==> src/rtl/ps2_pkg.sv <==
// ps2_pkg: scancode constants and receiver state encoding shared by the PS/2 key decoder.
package ps2_pkg;
  localparam logic [7:0] SC_BREAK  = 8'hF0;
  localparam logic [7:0] SC_EXT    = 8'hE0;
  localparam logic [7:0] SC_LSHIFT = 8'h12;
  localparam logic [7:0] SC_RSHIFT = 8'h59;
  localparam logic [7:0] SC_CAPS   = 8'h58;
  localparam logic [7:0] SC_BKSP   = 8'h66;
  localparam logic [7:0] SC_ENTER  = 8'h5A;
  typedef enum logic [1:0] {RX_IDLE, RX_DATA, RX_PARITY, RX_STOP} rx_state_t;
endpackage

==> src/rtl/scancode_to_ascii.sv <==
// scancode_to_ascii: combinational set-2 make code to ASCII lookup; 0x00 for anything non-printable.
module scancode_to_ascii (
  input  logic [7:0] code,
  input  logic       shift,
  input  logic       caps,
  output logic [7:0] ascii
);
  logic [7:0] lo, hi;
  logic letter;
  always_comb begin
    {lo, hi} = 16'h0;
    case (code)
      8'h1C: lo = "a"; 8'h32: lo = "b"; 8'h21: lo = "c"; 8'h23: lo = "d";
      8'h24: lo = "e"; 8'h2B: lo = "f"; 8'h34: lo = "g"; 8'h33: lo = "h";
      8'h43: lo = "i"; 8'h3B: lo = "j"; 8'h42: lo = "k"; 8'h4B: lo = "l";
      8'h3A: lo = "m"; 8'h31: lo = "n"; 8'h44: lo = "o"; 8'h4D: lo = "p";
      8'h15: lo = "q"; 8'h2D: lo = "r"; 8'h1B: lo = "s"; 8'h2C: lo = "t";
      8'h3C: lo = "u"; 8'h2A: lo = "v"; 8'h1D: lo = "w"; 8'h22: lo = "x";
      8'h35: lo = "y"; 8'h1A: lo = "z"; 8'h29: lo = " ";
      8'h16: {lo, hi} = {"1", "!"}; 8'h1E: {lo, hi} = {"2", "@"};
      8'h26: {lo, hi} = {"3", "#"}; 8'h25: {lo, hi} = {"4", "$"};
      8'h2E: {lo, hi} = {"5", "%"}; 8'h36: {lo, hi} = {"6", "^"};
      8'h3D: {lo, hi} = {"7", "&"}; 8'h3E: {lo, hi} = {"8", "*"};
      8'h46: {lo, hi} = {"9", "("}; 8'h45: {lo, hi} = {"0", ")"};
      8'h0E: {lo, hi} = {8'h60, "~"}; 8'h4E: {lo, hi} = {"-", "_"};
      8'h55: {lo, hi} = {"=", "+"}; 8'h54: {lo, hi} = {"[", "{"};
      8'h5B: {lo, hi} = {"]", "}"}; 8'h5D: {lo, hi} = {"\\", "|"};
      8'h4C: {lo, hi} = {";", ":"}; 8'h52: {lo, hi} = {"'", "\""};
      8'h41: {lo, hi} = {",", "<"}; 8'h49: {lo, hi} = {".", ">"};
      8'h4A: {lo, hi} = {"/", "?"};
      default: {lo, hi} = 16'h0;
    endcase
    letter = lo >= "a" && lo <= "z";
    ascii = letter ? ((shift ^ caps) ? lo - 8'h20 : lo) : ((shift && hi != 8'h00) ? hi : lo);
  end
endmodule

==> src/rtl/ps2_key_decoder.sv <==
// ps2_key_decoder: PS/2 deframer, scancode FIFO and make/break decoder producing rate-limited key events.
module ps2_key_decoder
  import ps2_pkg::*;
#(
  parameter int FIFO_DEPTH = 8,
  parameter int TIMEOUT    = 50000,
  parameter int KEY_GAP    = 4
) (
  input  logic       mainclk,
  input  logic       reset,
  input  logic       ps2_clk,
  input  logic       ps2_data,
  output logic       new_key,
  output logic [7:0] current_key,
  output logic [7:0] ascii_key,
  output logic       key_ext,
  output logic       shift,
  output logic       caps_lock,
  output logic       rx_err,
  output logic       overflow
);
  localparam int AW = $clog2(FIFO_DEPTH);
  localparam int TW = $clog2(TIMEOUT + 1);
  localparam int GW = $clog2(KEY_GAP + 1);
  logic c1, c2, d1, d2, clk_f, fe;
  logic [1:0] lo_cnt;
  rx_state_t state_q, state_d;
  logic [2:0] bit_cnt;
  logic [7:0] sr, push_data, head, asc;
  logic par, push_q, timeout, stop_fe, good;
  logic [TW-1:0] to_cnt;
  logic [7:0] mem [FIFO_DEPTH];
  logic [AW:0] wp, rp;
  logic empty, full, wr, pop, is_pre, is_ev, brk, ext, lsh, rsh, gap_done;
  logic [GW-1:0] gap_cnt;
  // clk_f is the filtered line level; an edge counts only after three consecutive low samples
  assign fe = clk_f && !c2 && lo_cnt == 2'd2;
  always_ff @(posedge mainclk) begin
    if (reset) begin
      {c1, c2, d1, d2, clk_f} <= 5'b00110;
      lo_cnt <= 2'd0;
    end else begin
      {c1, c2, d1, d2} <= {ps2_clk, c1, ps2_data, d1};
      lo_cnt <= c2 ? 2'd0 : (lo_cnt == 2'd3 ? 2'd3 : lo_cnt + 2'd1);
      clk_f <= c2 ? 1'b1 : (fe ? 1'b0 : clk_f);
    end
  end
  assign timeout = state_q != RX_IDLE && to_cnt == TW'(TIMEOUT);
  assign stop_fe = fe && state_q == RX_STOP && !timeout;
  assign good = d2 && ^{sr, par};
  always_comb begin
    state_d = state_q;
    if (timeout) state_d = RX_IDLE;
    else if (fe)
      case (state_q)
        RX_IDLE:   state_d = d2 ? RX_IDLE : RX_DATA;
        RX_DATA:   state_d = bit_cnt == 3'd7 ? RX_PARITY : RX_DATA;
        RX_PARITY: state_d = RX_STOP;
        default:   state_d = RX_IDLE;
      endcase
  end
  always_ff @(posedge mainclk) begin
    if (reset) begin
      state_q <= RX_IDLE;
      {bit_cnt, sr, push_data, par, push_q, rx_err} <= '0;
      to_cnt <= '0;
    end else begin
      state_q <= state_d;
      to_cnt <= (state_q == RX_IDLE || fe || timeout) ? '0 : to_cnt + TW'(1);
      if (state_q == RX_IDLE) bit_cnt <= 3'd0;
      if (fe && state_q == RX_DATA) {sr, bit_cnt} <= {d2, sr[7:1], bit_cnt + 3'd1};
      if (fe && state_q == RX_PARITY) par <= d2;
      if (stop_fe) push_data <= sr;
      push_q <= stop_fe && good;
      rx_err <= stop_fe && !good;
    end
  end
  assign empty = wp == rp;
  assign full = (wp ^ rp) == {1'b1, {AW{1'b0}}};
  assign head = mem[rp[AW-1:0]];
  assign wr = push_q && (!full || pop);
  always_ff @(posedge mainclk) if (wr) mem[wp[AW-1:0]] <= push_data;
  always_ff @(posedge mainclk) begin
    if (reset) begin
      {wp, rp} <= '0;
      overflow <= 1'b0;
    end else begin
      wp <= wp + {{AW{1'b0}}, wr};
      rp <= rp + {{AW{1'b0}}, pop};
      overflow <= overflow | (push_q && !wr);
    end
  end
  // only key events wait out the gap; prefixes and modifiers drain immediately
  assign is_pre = head == SC_EXT || head == SC_BREAK;
  assign is_ev = !is_pre && !brk && head != SC_LSHIFT && head != SC_RSHIFT && head != SC_CAPS;
  assign gap_done = gap_cnt == GW'(KEY_GAP);
  assign pop = !empty && (gap_done || !is_ev);
  assign shift = lsh | rsh;
  scancode_to_ascii u_asc (.code(head), .shift(shift), .caps(caps_lock), .ascii(asc));
  always_ff @(posedge mainclk) begin
    if (reset) begin
      {new_key, current_key, ascii_key, key_ext, caps_lock, lsh, rsh, brk, ext} <= '0;
      gap_cnt <= GW'(KEY_GAP);
    end else begin
      new_key <= pop && is_ev;
      gap_cnt <= (pop && is_ev) ? GW'(1) : (gap_done ? gap_cnt : gap_cnt + GW'(1));
      if (pop) begin
        ext <= is_pre && (ext || head == SC_EXT);
        brk <= is_pre && (brk || head == SC_BREAK);
        if (!ext && head == SC_LSHIFT) lsh <= !brk;
        if (!ext && head == SC_RSHIFT) rsh <= !brk;
        if (!brk && head == SC_CAPS) caps_lock <= !caps_lock;
        if (is_ev) {current_key, ascii_key, key_ext} <= {head, ext ? 8'h00 : asc, ext};
      end
    end
  end
endmodule

==> config.mk <==
export PLATFORM = sky130hd
export DESIGN_NAME = ps2_key_decoder
export DESIGN_NICKNAME = d
export VERILOG_FILES = /design/src/rtl/ps2_pkg.sv /design/src/rtl/scancode_to_ascii.sv /design/src/rtl/ps2_key_decoder.sv
export SDC_FILE = /design/constraint.sdc
export NUM_CORES = 1
export LEC_CHECK = 0
export CORE_MARGIN = 1
export CORE_UTILIZATION = 30
export CTS_BUF_LIST = sky130_fd_sc_hd__clkbuf_4
export DETAILED_ROUTE_END_ITERATION = 16
export PLACE_DENSITY_LB_ADDON = 0.05
export SLEW_MARGIN = 20
export SYNTH_ARGS = -nofsm -noshare
export SYNTH_HDL_FRONTEND = slang
export SYNTH_SLANG_ARGS = --single-unit
==> constraint.sdc <==
create_clock -name mainclk -period 10.8 [get_ports mainclk]
set_input_delay 1.08 -clock mainclk [delete_from_list [all_inputs] [get_ports mainclk]]
set_output_delay 1.08 -clock mainclk [all_outputs]
set_load 0.05 [all_outputs]
==> impl_metrics.yaml <==
timing:
  tns_ps: 0
  whs_ps: 426
  tightest_slew_ps: 966
  fin_ws_ps: 5490
  skew_ps: 33.1
  report.final.slew_viol_count: 0
  fin_crit_sh_pct: 49.1
  setup_viol: 0
  period_minus_slack_ps: 5310
  rsz0062_at_grt: "false"
  timing.final.hold_violations: 0
  max_slew_margin_pct: 35.0
  fmax_ghz: 0.188
yosys:
  yosys.area.top_type: "edfxtp_1"
  async_flop_share_pct: 0
  synthesis.nets: 676
  yosysSeqAreaShare_pct: 49.6
  yosysWarnings: 0
  syn_area_sq_mm: 0.00719
  syn_avg_cell_area_sq_um: 10.9
  synth_cell_types: 82
  synth_seq_cells: 146
  synthTopCellsByArea: "edfxtp_1 27%, dfxtp_1 23%, nor2_1 4.5%"
  dominantRegCellSynth: "dfxtp_1"
  synth_top_area_share_pct: 26.7
  synth_cells: 660
  synth_edf_count: 64
setup_path:
  end_kind: "register"
  rr_worst_depth: 13
  path_class: "register to register"
  arrival_ps: 5770
  crit_buf_inv: 0
  r2r_slack_ps: 5490
  r2r_end: "ascii_key[3]"
  r2r_start: "rp[2]"
  cpPeakStageDelay_ps: 970
  critPathMaxFanout: 19
  cp-start-kind: "register"
  cp.required_ps: 11260
  cpLargestDelayFamily: "simple AND/OR/NAND/NOR gates"
  path_cells: "mux4_2, mux2i_4, nor4_1, a221oi_1, nand3_1, or4_1, ha_1, nor2_1, o211a_1, a41oi_1, o21ai_4, mux2_1, a22o_1"
  crit_slowest_cell: "dfxtp_1"
floorplanning:
  initial_core_util_pct: 30.6
  core-area_sq_mm: 0.0235
  ios: 26
  num_rows: 56
  dieArea_sq_mm: 0.0246
  die_y_microns: 157
  die_w_microns: 157
global_routing:
  globalRouteTotalUtil_pct: 17.0
  grt_pass1_vias: 5214
  use_met1_pct: 21.9
  grt_pass1_wl_mm: 30.9
  gr-max-usage-layer: "met2"
  grt_max_degree: 59
  grt-ovfl-total: 0
  grtUsageMet2_pct: 27.8
  use_met3_pct: 3.30
  antenna_found_initial: 1
pwr:
  power_frac_seq_pct: 58.5
  p_leak_nw: 2.56
  power.share.clock_pct: 31.6
  irDropWorstVdd_mv: 0.0535
  switchingPower_w: 0.000290
  p_per_area_mw_per_mm2: 126
  power.total_w: 0.000999
  switching_share_pct: 29.0
  intPower_w: 0.000709
  power_frac_comb_pct: 9.9
place:
  place_ws_ps: 5580
  place_congestion: 0.939
  port_buffers: 25
  post-dp-hpwl_mm: 14.1
cells_and_area:
  drive_above_1_share_pct: 13.3
  seq_area_sq_mm: 0.00356
  syn_to_final_growth_pct: 10.5
  filler_cell_count: 2410
  layout_commonest_cell: "nor2_1"
  nets: 695
  layout_common_cells: "87 x nor2_1, 82 x dfxtp_1, 64 x edfxtp_1, 55 x nand2_1, 30 x nor3_1"
  multiInputGateArea_sq_mm: 0.00342
min_path:
  hold_start: "d1"
  min_to: "d2"
  hold_path_class: "register to register"
  min_path_cells: 1
drt:
  drt-initial-drc-count: 340
  wl_mm: 19.7
  avgRoutedWirePerCell_microns: 19.5
  ant_nets: 0
  viasPerCell: 5.19
  dr.pass1.iters: 5
  drc: 0
  dr_total_vias: 5256
cts:
  clkTransAtPathRegs_ps: 160
  cts_setup_buffers: 0
  clock_latency_ps: 540
  clock_sinks: 146
  max-clock-path-buffers: 2
  ctsHoldBuffers: 0
  clockRootBuffer: "clkbuf_4"
  ctsResizeCount: 0
  cts_tree: "built"
  htreeDepth: 4
  cts_inserted_buffers: 17
flow_run:
  maxCapViolations: 0
outcome:
  outcome: "complete, no violations"
-- power by group through the flow --
| stage | clock network [W] | registers [W] | logic (W) |
|---|---|---|---|
| 6_report | 0.000316 | 0.000585 | 0.0000985 |
| 5_1_grt | 0.000353 | 0.000586 | 0.000106 |
| 4_1_cts | 0.000331 | 0.000585 | 0.0000990 |
| 3_5_place_dp | 0 | 0.000597 | 0.0000987 |
| 3_3_place_gp | 0 | 0.000597 | 0.0000990 |
| 2_1_floorplan | 0 | 0.000605 | 0.0000646 |
-- worst max-delay path by stage --
stage	from	to	slack [ps]	depth (start not counted)
floorplan	rp[0]	ascii_key[3]	6580	15
global placement	rp[2]	ascii_key[3]	5550	13
detailed placement	rp[2]	ascii_key[3]	5580	13
CTS	rp[2]	ascii_key[3]	5600	13
global route	rp[2]	ascii_key[3]	5300	14
finish	rp[2]	ascii_key[3]	5490	13
-- Yosys cell counts (3+ instances only) --
master / number
mux2_2: 8
mux4_2: 12
nor3b_1: 3
a211oi_1: 13
o21ai_0: 9
o31ai_1: 4
buf_4: 4
mux4_1: 4
dfxtp_1: 82
a22o_1: 8
nor4_1: 8
nor3_1: 32
nand3b_1: 3
mux2i_1: 17
o32ai_1: 4
o22ai_1: 4
xnor2_1: 23
or4_1: 5
buf_2: 9
xor2_1: 12
or2_2: 4
mux2i_4: 6
edfxtp_1: 64
nand3_1: 23
nand2b_1: 7
inv_1: 13
a21oi_1: 24
nand4_1: 10
nor2b_1: 7
nor2_1: 87
clkbuf_1: 12
nand2_1: 55
ha_1: 12
or3_1: 7
nor4_2: 4
a32oi_1: 3
-- state kept, by name (all words and copies together) (netlist names), 2 cells and up --
name / flops
ascii_key: 8
bit_cnt: 3
current_key: 8
gap_cnt: 3
lo_cnt: 2
mem: 64
push_data: 8
rp: 4
sr: 8
state_q: 2
to_cnt: 16
wp: 4
-- routing by layer --
| metal | vias up | wire length (microns) |
|---|---|---|
| met5 | - | 0 |
| met4 | 0 | 525 |
| met3 | 38 | 871 |
| met2 | 138 | 9380 |
| met1 | 2580 | 8940 |
| li1 | 2500 | - |
-- layout make-up --
cell class | count | area share, %
Antenna cell | 1 | 0.0315
Clock buffer | 18 | 1.70
Clock inverter | 14 | 1.24
Inverter | 13 | 0.614
Multi-Input combinational cell | 471 | 43.0
Sequential cell | 146 | 44.8
Tap cell | 319 | 5.02
Timing Repair Buffer | 30 | 3.56
-- metrics by stage --
stage / std cells / utilization, % / instance area, sq um
floorplan: 660 / - / 7190
global placement: 979 / 32.9 / 7710
detailed placement: 979 / 32.9 / 7710
CTS: 1011 / 33.9 / 7950
global route: 1012 / 33.9 / 7950
finish: 1012 / 33.9 / 7950
-- logic make-up after synthesis --
| logic type | synth area share [%] |
|---|---|
| xor+xnor | 4.26 |
| buf+inv | 3.05 |
| simple gates | 19.5 |
| mux | 11.3 |
| flops | 49.6 |
| fa+ha+maj | 2.24 |
| compound gates | 10.1 |
-- worst reg2reg max path, cell delays in order (launching register included) --
cell and delay, ps:
dfxtp_1 970, mux4_2 480, mux2i_4 520, nor4_1 270, a221oi_1 620, nand3_1 390
or4_1 620, ha_1 250, nor2_1 150, o211a_1 170, a41oi_1 70, o21ai_4 180
mux2_1 360, a22o_1 190
Power figures use the tool's default switching activity.
==> patch: new RTL, config.mk and constraints unchanged <==
Set the parameter `KEY_GAP` to 8 (it was 4).
--- a/src/rtl/ps2_key_decoder.sv
+++ b/src/rtl/ps2_key_decoder.sv
@@ -5,5 +5,5 @@
   parameter int FIFO_DEPTH = 8,
   parameter int TIMEOUT    = 50000,
-  parameter int KEY_GAP    = 4
+  parameter int KEY_GAP    = 8
 ) (
   input  logic       mainclk,
Formal check against the unedited RTL: no difference found for any inputs over 10 cycles, from zero or initial values and one cycle with reset high; that may be too few to reach the edited logic, so the function may still have changed.
==> patch against the unedited design <==
  * First-iteration DRC count shrank 15%
  * Power grew 2.9%
  * Area after synthesis grew 0.23%
  * Setup slack gained 0.19 ns
  * Count of clock-buffer cells in the layout is the same
  * Design area grew 0.61%
  * Wire length shrank 0.28%
  * Sequential cell count grew 1
==> patch: results (changes against the unedited design) <==
[run_status]
status = finished clean

[final_layout]
multi_input_gates = 490  ; +4.0%
n_all_inverters = 12  ; -1
diodes = 1  ; unchanged
final-clk-cell-share_pct = 3.25  ; +0.31 points
finish.net_count = 718  ; +3.3%
clkbuf_count = 18  ; unchanged
register_area_um2 = 3580  ; +0.56%
fillers = 2453  ; +1.8%
final_cells = 1035  ; +2.3%
largest_reg_flops = 64  ; unchanged
buffer_area_share_pct = 3.91  ; +0.35 points
area_growth_syn_to_layout_pct = 11.0
n_all_buffers = 34  ; +13%
multi_input_area_um2 = 3390  ; -0.70%

[sta]
skew_ns = 0.0340  ; +0.000962 ns
tightest_slew_ns = 1.01  ; +0.0458 ns

[pwr]
powerSeq_uw = 589  ; +0.7%
netSwitchingFraction_pct = 28.1  ; -0.92 points
powerClk_uw = 331  ; +5%
p_comb_uw = 109  ; +11%
cellLeakagePower_nw = 2.67  ; +4.2%
vdd_ir_drop_max_uv = 49.6  ; -7.2%

[critical_path]
critPathArrivalTime_ns = 5.55  ; -0.22 ns
critPathTopFamily = simple AND/OR/NAND/NOR gates

[synth]
synthTopCellsByArea = edfxtp_1 (27%), dfxtp_1 (23%), mux4_2 (4.7%), nor2_1 (4.6%), nand2_1 (3.3%)
ys_types = 71  ; -13%
synthCells = 686  ; +3.9%
synth_commonest_cells = nor2_1 (89), dfxtp_1 (83), edfxtp_1 (64)
yosysSeqAreaShare_pct = 49.7  ; +0.17 points
syn_nets = 702  ; +3.8%

[global_route]
grt_pass1_vias = 5403  ; +3.6%
grt_usage_pct = 16.9  ; -0.074 points
grt_max_degree = 47  ; -20%
grt_pass1_wl_mm = 31.1  ; +0.65%

[place]
place_ws_ns = 5.74  ; +0.157 ns
dpl_cell_area_um2 = 7730  ; +0.29%
hpwl_mm = 13.9  ; -1.4%
place.gp.congestion = 0.875  ; -6.7%

[cts]
clkSlewWorstSetupHoldPaths_ns = 0.13  ; -0.03 ns
cts_max_level = 4  ; unchanged

[detailed_routing]
met2_length_mm = 9.96  ; +6.2%
route.met3.wl_um = 595  ; -32%
drt_iter0_markers = 288  ; -15%
wl_per_cell_um = 19.0  ; -2.5%

patch: cell count changes after synthesis, moves of 5 or more:
cell and delta:
nor3_1 -11, a211oi_1 +9, clkbuf_1 +9, nand2_1 +8, nand3_1 +8, nor4_1 +8
a22o_1 -6, and3_1 +6, xor2_1 +6, and4_1 +5
patch: layer usage:
metal  vias to the layer above  track usage (%)
met5                         -                0
met4                         0             7.28
li1                       2579                -
met1                      2685             20.9
met2                       112             28.9
met3                        31             2.84
patch: cells by family after synthesis:
logic type	share of synthesized area, %
adders and majority gates	2.08
DFF	49.7
buffers and inverters	3.40
and+or+nand+nor	20.1
AOI/OAI and AO/OA	10.3
muxes	9.65
xor gates and xnor gates	4.74
patch: worst paths after layout:
path	from	end	slack [ns]	depth (start not counted)
worst max register to register	rp[2]	ascii_key[4]	5.68	14
worst min register to register	d1	d2	0.44	1
worst min-delay path	d1	d2	0.44	1
worst max-delay path	rp[2]	ascii_key[4]	5.68	14
